`src/rtl/prio_encoder_hs.sv`:
```
// prio_encoder_hs: registered N-input priority encoder with sticky request capture,
// valid/ready output and optional round-robin priority.
module prio_encoder_hs #(
  parameter int N  = 8,
  parameter int W  = $clog2(N),
  parameter bit RR = 1'b0
) (
  input  logic         clk,
  input  logic         rst_n,
  input  logic         ei,
  input  logic [N-1:0] req,
  input  logic         out_ready,
  output logic         out_valid,
  output logic [W-1:0] y,
  output logic         gs,
  output logic         eo
);
  logic [N-1:0] pending_q, pending_d, eligible;
  logic [W-1:0] y_q, y_d, ptr_q, ptr_d, ptr_s, sel, fix_sel, rr_sel, idx;
  logic         valid_q, valid_d, eo_q, eo_d, accept, load;
  assign eligible = pending_q | req;
  assign accept   = valid_q & out_ready;
  assign load     = ei & (~valid_q | accept) & (|eligible);
  // a pointer outside 0..N-1 (non-power-of-two N) is treated as N-1
  assign ptr_s    = (ptr_q > W'(N-1)) ? W'(N-1) : ptr_q;
  always_comb begin
    fix_sel = '0;
    for (int i = 0; i < N; i++)
      if (eligible[i]) fix_sel = W'(i);
  end
  // scan from farthest to nearest so the first hit below ptr_s wins
  always_comb begin
    rr_sel = '0;
    idx    = '0;
    for (int k = N-1; k >= 0; k--) begin
      idx = (int'(ptr_s) >= k) ? W'(int'(ptr_s) - k) : W'(int'(ptr_s) + N - k);
      if (eligible[idx]) rr_sel = idx;
    end
  end
  assign sel = RR ? rr_sel : fix_sel;
  always_comb begin
    pending_d = load ? (eligible & ~({{(N-1){1'b0}}, 1'b1} << sel)) : eligible;
    valid_d   = load ? 1'b1 : (accept ? 1'b0 : valid_q);
    y_d       = load ? sel : y_q;
    ptr_d     = (RR && load) ? ((sel == '0) ? W'(N-1) : sel - 1'b1) : ptr_q;
    eo_d      = ei & (pending_d == '0) & ~valid_d;
  end
  always_ff @(posedge clk) begin
    if (!rst_n) begin
      pending_q <= '0;
      y_q       <= '0;
      valid_q   <= 1'b0;
      eo_q      <= 1'b0;
      ptr_q     <= W'(N-1);
    end else begin
      pending_q <= pending_d;
      y_q       <= y_d;
      valid_q   <= valid_d;
      eo_q      <= eo_d;
      ptr_q     <= ptr_d;
    end
  end
  assign out_valid = valid_q;
  assign gs        = valid_q;
  assign y         = y_q;
  assign eo        = eo_q;
endmodule

```
`config.mk`:
```
export PLATFORM = sky130hd
export DESIGN_NAME = prio_encoder_hs
export DESIGN_NICKNAME = d
export VERILOG_FILES = /design/src/rtl/prio_encoder_hs.sv
export SDC_FILE = /design/constraint.sdc
export NUM_CORES = 1
export LEC_CHECK = 0
export CAP_MARGIN = 20
export CELL_PAD_IN_SITES_DETAIL_PLACEMENT = 1
export CELL_PAD_IN_SITES_GLOBAL_PLACEMENT = 1
export CORE_UTILIZATION = 34
export DETAILED_ROUTE_END_ITERATION = 8
export PLACE_DENSITY = 0.85
export SLEW_MARGIN = 20
export SYNTH_ARGS = -nofsm -noshare
export SYNTH_HDL_FRONTEND = slang
export SYNTH_SLANG_ARGS = --single-unit
```
`constraint.sdc`:
```
create_clock -name clk -period 3.69 [get_ports clk]
set_input_delay 0.369 -clock clk [delete_from_list [all_inputs] [get_ports clk]]
set_output_delay 0.369 -clock clk [all_outputs]
set_load 0.01 [all_outputs]
```
==> results.py, run 1 <==
metrics = {
    "run_status": {
        "status": "complete, no violations",
    },
    "power": {
        "ir_drop_v": 0.0002437,
        "p_leak_uw": 0.0002814,
        "p_per_area_mw_per_mm2": 394.9,
    },
    "final_layout": {
        "nets": 91,
        "multi_input_area_um2": 296.5,
        "diodes": 0,
        "fillers": 187,
        "fin_area_um2": 777.0,
        "seqCellArea_um2": 260.3,
        "syn2layout_area_growth_pct": 35.89,
        "final_layout_size_suffix_gt1_frac": 0.1154,
    },
    "yosys": {
        "synthesis.nets": 71,
        "yosysWarnings": 0,
        "ys_seq_elements": 13,
        "synth_top_area_cell": "dfxtp_1",
        "synth_area_leaders": "dfxtp_1, nor4_4, a211oi_1",
        "mappedNetlistArea_um2": 571.8,
        "synthCells": 59,
        "syn_avg_cell_area_um2": 9.691,
        "synth_top_area_frac": 0.4551,
        "synth_cell_types": 27,
        "synth_seq_area_share": 0.4551,
    },
    "detailed_routing": {
        "vias_per_cell": 5.819,
        "num_vias": 547,
        "drc": 0,
        "drt_iter0_markers": 6,
        "first_pass_iters": 4,
        "routedWlPerCell_um": 16.28,
        "postRouteAntennaNets": 0,
        "wirelength_um": 1530,
    },
    "sta": {
        "fin_crit_sh": 0.5039,
        "fin_crit_ns": 1.859,
        "rsz0062_at_grt": "no",
        "hold-worst-slack_ns": 0.4968,
        "fin_setup_tns_ns": 0,
        "finalHoldViolCount": 0,
        "max_slew.worst_pin.slew_ns": 0.4657,
        "skew_ns": 0.001726,
        "drv_slew": 0,
        "setup_viol_count_final": 0,
        "slew_headroom": 0.6867,
        "max_clock_freq_ghz": 0.5378,
    },
    "hold_path": {
        "hold_class": "reg2reg",
        "whs_path_depth": 2,
    },
    "setup_path": {
        "critPathArrivalTime_ns": 2.05,
        "worstRegToRegCells": 4,
        "end_kind": "flop",
        "crit_path_start_kind": "input pin",
        "crit_path_max_fanout": 7,
        "required_ns": 3.88,
        "critical_path_class": "in2reg",
        "reg2reg_slack_ns": 2.09,
    },
    "placement": {
        "io_buffers": 17,
        "placed_area_um2": 750.7,
        "place.gp.congestion": 0.7637,
        "hpwl_um": 1192,
    },
    "grt": {
        "grt_pass1_vias": 580,
        "track_usage": 0.1930,
        "grt-ovfl-total": 0,
        "grt_max_degree": 12,
        "grt_pass1_wl_um": 2704,
        "antenna_found_initial": 0,
    },
    "floorplan": {
        "die_x_um": 43.01,
        "num_rows": 14,
        "io_pins": 18,
        "die_y_um": 43.01,
        "die_area_mm2": 0.001850,
        "start_util": 0.3709,
        "coreArea_mm2": 0.001541,
    },
    "cts": {
        "cts_inserted_buffers": 3,
        "clockBufferDepth": 2,
        "cts-root-buf": "clkbuf_4",
        "cts_setup_buffers": 0,
        "clock-sinks": 13,
        "cts_hold_buf": 0,
        "path_clk_slew_ns": 0.08,
        "clk_latency_ns": 0.28,
        "ctsResizeCount": 0,
        "tritoncts": "yes",
        "h-tree-depth": 1,
    },
    "flow_run": {
        "cap_violations": 0,
    },
}
power by group:
group	internal (uW)	switching (uW)	leakage [uW]
sequential	151	7.35	0.000109
clock	42.0	47.9	0.0000150
combinational	30.9	28.0	0.000158
placed cells by master (no fill, tap or decap), drive strengths merged, types with 2 or more instances in the layout:
cell,n
a311oi,3
and2,2
nor2,7
dfxtp,13
nand3,2
nor4,4
clkdlybuf4s50,17
nand2,5
a211oi,4
and3,2
a21oi,3
clkbuf,4
layer usage:
layer	part of all wire	track usage	vias up
li1	-	-	265
met1	0.43	0.2468	259
met2	0.49	0.3061	19
met3	0.056	0.05957	4
met4	0.025	0.06667	0
met5	0	0	-
worst max-delay path: stages:
cell,delay (ns)
clkdlybuf4s50_1,0.48
nor4_4,0.50
nand4_2,0.21
and2_4,0.23
a311oi_1,0.25
flip-flops by register name, indices dropped and copies added, names as in the netlist:
signal	count
pending_q	8
y	3
eo	1
gs	1
kinds of logic (layout without fill, tap and decap cells):
kind of cell,Yosys count,in the layout,share of synthesized area
flops,13,13,0.4551
buf+inv,3,22,0.02625
compound gates,17,17,0.2232
simple gates,26,26,0.2954
cell type report:
| cell class | count | share of cell area |
|---|---|---|
| clock buffers | 4 | 0.03382 |
| inverters | 1 | 0.004831 |
| well taps | 16 | 0.02576 |
| repair buffers | 17 | 0.2190 |
| flip-flops and latches | 13 | 0.3349 |
| multi-input cells | 43 | 0.3816 |
synth_stat cells:
master     n
nor4_1     2
o311a_1    1
and3_2     1
nor2_1     7
and2_4     1
nand4_2    1
o31ai_1    1
a311oi_1   3
and2_1     1
clkbuf_1   1
a211o_1    1
or2_1      1
dfxtp_1   13
nand2b_1   1
and3_1     1
buf_4      1
a21boi_0   1
o221a_2    1
a211oi_1   4
nor3_1     1
clkinv_1   1
nand2_1    5
a31oi_1    1
o21ai_0    1
nor4_4     2
a21oi_1    3
nand3_1    2
per-stage QoR:
| stage | worst slack [ns] | total power (uW) | utilization | instances |
|---|---|---|---|---|
| 5_1_grt | 1.696 | 324.5 | 0.5041 | 94 |
| 4_1_cts | 1.814 | 310.1 | 0.5041 | 94 |
| 3_5_place_dp | 1.554 | 220.4 | 0.4870 | 90 |
| 3_3_place_gp | 1.617 | 218.1 | 0.4870 | 90 |
| 2_1_floorplan | 2.281 | 189.0 | - | 59 |
| 6_report | 1.831 | 306.9 | 0.5041 | 94 |
worst paths after layout:
path                startpoint           end
setup / recovery        req[6]          y[1]
setup reg to reg  pending_q[6]          y[1]
hold / removal    pending_q[0]  pending_q[0]
hold reg to reg   pending_q[0]  pending_q[0]
No activity file was read; power rests on OpenSTA's default activity.
==> run 2: changes to the inputs <==
--- a/config.mk
+++ b/config.mk
@@ -8,9 +8,9 @@
 export CAP_MARGIN = 20
 export CELL_PAD_IN_SITES_DETAIL_PLACEMENT = 1
 export CELL_PAD_IN_SITES_GLOBAL_PLACEMENT = 1
-export CORE_UTILIZATION = 34
+export CORE_UTILIZATION = 29
 export DETAILED_ROUTE_END_ITERATION = 8
-export PLACE_DENSITY = 0.85
+export PLACE_DENSITY = 0.78
 export SLEW_MARGIN = 20
 export SYNTH_ARGS = -nofsm -noshare
 export SYNTH_HDL_FRONTEND = slang
==> constraint.sdc (replaced) <==
create_clock -name clk -period 1.5 [get_ports clk]
set_input_delay 0.15 -clock clk [delete_from_list [all_inputs] [get_ports clk]]
set_output_delay 0.15 -clock clk [all_outputs]
set_load 0.01 [all_outputs]
==> results.py, run 2 (synthesis results as in run 1) <==
metrics = {
    "sta": {
        "drv_slew": 0,
        "max_slew.worst_pin.slew_ns": 0.3328,
        "rsz0062_at_grt": "no",
        "fin_setup_tns_ns": 0,
        "setup_viol_count_final": 0,
        "slew_headroom": 0.7764,
        "max_clock_freq_ghz": 0.6893,
        "fin_crit_sh": 0.9671,
        "finalHoldViolCount": 0,
        "hold-worst-slack_ns": 0.4846,
        "fin_crit_ns": 1.451,
        "skew_ns": 0.0008664,
    },
    "final_layout": {
        "final_cell_mix": "clkdlybuf4s50_1, dfxtp_1, buf_4",
        "post-route-util": 0.5074,
        "fillers": 205,
        "largest_register_ffs": 8,
        "multi_input_area_um2": 315.3,
        "final_layout_size_suffix_gt1_frac": 0.2747,
        "diodes": 0,
        "nets": 104,
        "final_common_cell": "clkdlybuf4s50_1",
        "top_register": "pending_q",
        "seqCellArea_um2": 260.3,
        "syn2layout_area_growth_pct": 58.21,
    },
    "setup_path": {
        "critical_path.top_delay_family": "simple AND/OR/NAND/NOR gates",
        "crit_path_start_kind": "flop",
        "required_ns": 1.67,
        "end_kind": "flop",
        "critical_path_class": "reg2reg",
        "slowest_delay_ns": 0.38,
        "crit_path_max_fanout": 2,
        "cp_num_buf_inv": 1,
        "cpMaxStageDelayCell": "o311a_1",
        "worstPathCellList": "nor4_4, buf_4, nand3_1, o311a_1",
        "critPathArrivalTime_ns": 1.62,
    },
    "grt": {
        "grt-ovfl-total": 0,
        "grt_pass1_wl_um": 2559,
        "antenna_found_initial": 0,
        "track_usage": 0.1703,
        "grt_pass1_vias": 549,
        "grt_max_degree": 10,
    },
    "cts": {
        "clk_latency_ns": 0.28,
        "clockBufferDepth": 2,
        "tritoncts": "yes",
        "clock-sinks": 13,
        "h-tree-depth": 1,
        "path_clk_slew_ns": 0.08,
        "cts_inserted_buffers": 3,
        "cts-root-buf": "clkbuf_4",
    },
    "floorplan": {
        "io_pins": 18,
        "start_util": 0.3207,
        "coreArea_mm2": 0.001783,
        "die_x_um": 46.41,
        "die_area_mm2": 0.002153,
        "die_y_um": 46.41,
        "num_rows": 15,
    },
    "placement": {
        "place.gp.congestion": 0.7470,
        "hpwl_um": 1248,
        "io_buffers": 17,
    },
    "detailed_routing": {
        "drc": 0,
        "drt_iter0_markers": 8,
        "vias_per_cell": 5.000,
        "postRouteAntennaNets": 0,
        "first_pass_iters": 2,
        "wirelength_um": 1655,
        "num_vias": 580,
        "routedWlPerCell_um": 14.27,
    },
    "run_status": {
        "status": "complete, no violations",
    },
    "power": {
        "ir_drop_v": 0.0004275,
        "p_leak_uw": 0.0003478,
        "p_total_uw": 791.4,
        "p_per_area_mw_per_mm2": 874.8,
    },
    "hold_path": {
        "hold_class": "reg2reg",
    },
    "flow_run": {
        "cap_violations": 0,
    },
}
## run 2: cell types whose count changed in the layout (fill, tap and decap cells not counted), sizes merged
cell,before,now
buf,0,13
## run 2: final timing paths
kind                              startpoint           end  slack (ns)  cells past startpoint
worst max register to register  pending_q[5]  pending_q[1]        0.05                      4
worst max-delay path            pending_q[5]  pending_q[1]        0.05                      4
worst min-delay path                    y[2]          y[2]        0.48                      2
worst min register to register          y[2]          y[2]        0.48                      2
## run 2: worst register-to-register path, stage by stage (launching register included)
cell     delay, ns
dfxtp_1       0.34
nor4_4        0.35
buf_4         0.18
nand3_1       0.09
o311a_1       0.38
## run 2: timing repair
action	CTS	global route
gates resized for setup	0	3
buffers inserted	0	1
endpoints found under the setup margin	0	4
hold buffers	0	0
## run 2: report_power, final
part	internal (uW)	total, uW	switching (uW)
Sequential	371	391	19.9
Combinational	100	176	76.2
Clock	103	224	121
Total	574	791	217
## run 2: per-layer routing
layer,share of wire,global-route usage,vias to the layer above,wire [um]
li1,-,-,291,-
met3,0.029,0.02353,5,48
met5,0,0,-,0
met4,0.024,0.07059,0,39
met1,0.47,0.2259,273,778
met2,0.48,0.2722,11,789
## run 2: layout make-up
cell class,count,share of cell area
well taps,25,0.03458
repair buffers,30,0.2960
inverters,1,0.004149
clock buffers,4,0.02905
multi-input cells,43,0.3485
flip-flops and latches,13,0.2877
## run 2: per-stage QoR
step | setup WS, ns | instance area, um^2 | instances
final | 0.04934 | 904.6 | 116
after global routing | 0.002768 | 904.6 | 116
after CTS | 0.02518 | 878.3 | 115
after detailed placement | -0.2580 | 852.1 | 111
after global placement | -0.2374 | 852.1 | 111
after floorplan | 0.1428 | 571.8 | 59
==> run 3: changes to the inputs <==
--- a/config.mk
+++ b/config.mk
@@ -8,9 +8,10 @@
 export CAP_MARGIN = 20
 export CELL_PAD_IN_SITES_DETAIL_PLACEMENT = 1
 export CELL_PAD_IN_SITES_GLOBAL_PLACEMENT = 1
-export CORE_UTILIZATION = 29
+export CORE_UTILIZATION = 38
 export DETAILED_ROUTE_END_ITERATION = 8
-export PLACE_DENSITY = 0.78
+export DONT_BUFFER_PORTS = 1
+export PLACE_DENSITY = 0.75
 export SLEW_MARGIN = 20
 export SYNTH_ARGS = -nofsm -noshare
 export SYNTH_HDL_FRONTEND = slang
==> results.py, run 3 (synthesis results as in run 1) <==
metrics = {
    "sta": {
        "fin_crit_sh": 0.9582,
        "slew_headroom": 0.7335,
        "fin_crit_ns": 1.437,
        "finalHoldViolCount": 0,
        "skew_ns": 0.0008378,
        "max_clock_freq_ghz": 0.6958,
        "max_slew.worst_pin.slew_ns": 0.3961,
        "setup_viol_count_final": 0,
        "drv_slew": 0,
    },
    "detailed_routing": {
        "num_vias": 485,
        "first_pass_iters": 4,
        "drt_iter0_markers": 12,
        "wirelength_um": 1424,
        "vias_per_cell": 5.843,
        "drc": 0,
        "postRouteAntennaNets": 0,
        "routedWlPerCell_um": 17.16,
    },
    "setup_path": {
        "critical_path.top_delay_family": "compound AO/OA/AOI/OAI gates",
        "crit_path_start_kind": "flop",
        "worstRegToRegCells": 4,
        "crit_path_max_fanout": 3,
        "critical_path_class": "reg2reg",
        "cp_num_buf_inv": 0,
        "required_ns": 1.72,
        "r2r_start": "pending_q[1]",
        "end_kind": "flop",
        "worstPathCellList": "or2_1, a211o_1, a31oi_1, o221a_2",
        "r2r_end": "pending_q[3]",
        "reg2reg_slack_ns": 0.06,
        "slowest_delay_ns": 0.32,
        "cpMaxStageDelayCell": "dfxtp_1",
        "critPathArrivalTime_ns": 1.66,
    },
    "final_layout": {
        "top_register": "pending_q",
        "final_common_cell": "dfxtp_1",
        "post-route-util": 0.4995,
        "final_cell_mix": "dfxtp_1, nor2_1, buf_4",
        "diodes": 0,
        "final_layout_size_suffix_gt1_frac": 0.2794,
        "fin_area_um2": 674.4,
        "syn2layout_area_growth_pct": 17.94,
        "nets": 81,
        "largest_register_ffs": 8,
    },
    "power": {
        "p_leak_uw": 0.0002534,
        "p_per_area_mw_per_mm2": 1051,
        "ir_drop_v": 0.0003757,
        "p_total_uw": 709.1,
    },
    "hold_path": {
        "whs_path_depth": 1,
        "hold_path_end": "pending_q[1]",
        "hold_class": "in2reg",
        "hp-start": "rst_n",
    },
    "grt": {
        "antenna_found_initial": 0,
        "grt_pass1_vias": 459,
        "grt_max_degree": 10,
        "grt-ovfl-total": 0,
        "grt_pass1_wl_um": 2021,
        "track_usage": 0.1869,
    },
    "floorplan": {
        "io_pins": 18,
        "coreArea_mm2": 0.001350,
        "num_rows": 13,
        "start_util": 0.4235,
        "die_y_um": 40.79,
        "die_area_mm2": 0.001664,
        "die_x_um": 40.79,
    },
    "cts": {
        "cts-root-buf": "clkbuf_4",
        "h-tree-depth": 1,
        "clk_latency_ns": 0.27,
        "cts_inserted_buffers": 3,
        "tritoncts": "yes",
        "clockBufferDepth": 2,
        "clock-sinks": 13,
        "path_clk_slew_ns": 0.08,
    },
    "flow_run": {
        "cap_violations": 0,
    },
    "placement": {
        "hpwl_um": 1038,
        "io_buffers": 0,
        "placed_area_um2": 609.3,
        "place.gp.congestion": 0.7431,
    },
    "run_status": {
        "status": "complete, no violations",
    },
}
run 3: cell count changes in the layout (fill, tap and decap cells not counted):
cell,delta
a31oi_1,+1
nor4_1,+1
buf_4,-6
nor4_2,-1
a21oi_1,-1
a311oi_1,-1
a31oi_2,-1
clkdlybuf4s50_1,-17
a311oi_2,+1
a21oi_2,+1
run 3: metrics by stage:
step	cells	hold slack [ns]	setup slack [ns]	setup TNS [ns]
2_1_floorplan	59	0.2804	0.1428	0
3_3_place_gp	76	0.2987	0.08762	0
3_5_place_dp	76	0.3058	0.1003	0
4_1_cts	80	0.01270	0.06197	0
5_1_grt	83	0.003253	-0.005342	-0.005342
6_report	83	0.01703	0.06272	0
run 3: what timing repair did:
| item | CTS | global route |
|---|---|---|
| buffers inserted | 0 | 3 |
| hold buffers | 0 | 0 |
| endpoints found under the setup margin | 0 | 2 |
| resized for setup | 0 | 3 |
run 3: report_power, final:
part	internal (uW)	switching, uW
clock	103	112
combinational	46.2	53.5
sequential	371	23.6
total	520	189
run 3: area by class of cell:
type                    instances  area (um^2)
clock buffers                   4        26.28
fillers                       163        675.6
inverters                       1        3.754
multi-input cells              43        312.8
flip-flops and latches         13        260.3
well taps                      15        18.77
repair buffers                  7        52.55
run 3: worst max-delay path by stage:
stage	from	to	slack, ns	cells after the start
finish	pending_q[1]	pending_q[3]	0.06	4
global route	pending_q[1]	pending_q[3]	-0.005	4
CTS	pending_q[2]	y[0]	0.06	4
detailed placement	pending_q[2]	y[1]	0.10	4
global placement	pending_q[2]	y[1]	0.09	4
floorplan	pending_q[6]	y[1]	0.14	4
run 3: layer usage:
layer | up-vias | global-route usage | wire length [um]
met5 | - | 0 | 0
met4 | 0 | 0.05000 | 0
met3 | 0 | 0.05435 | 83
met2 | 13 | 0.3047 | 670
met1 | 230 | 0.2368 | 670
li1 | 242 | - | -
run 3: worst reg2reg max path, delay by kind of cell (launching register included):
| kind | cells | cell delay [ns] |
|---|---|---|
| AOI/OAI and AO/OA | 3 | 0.84 |
| DFF | 1 | 0.32 |
| and+or+nand+nor | 1 | 0.23 |
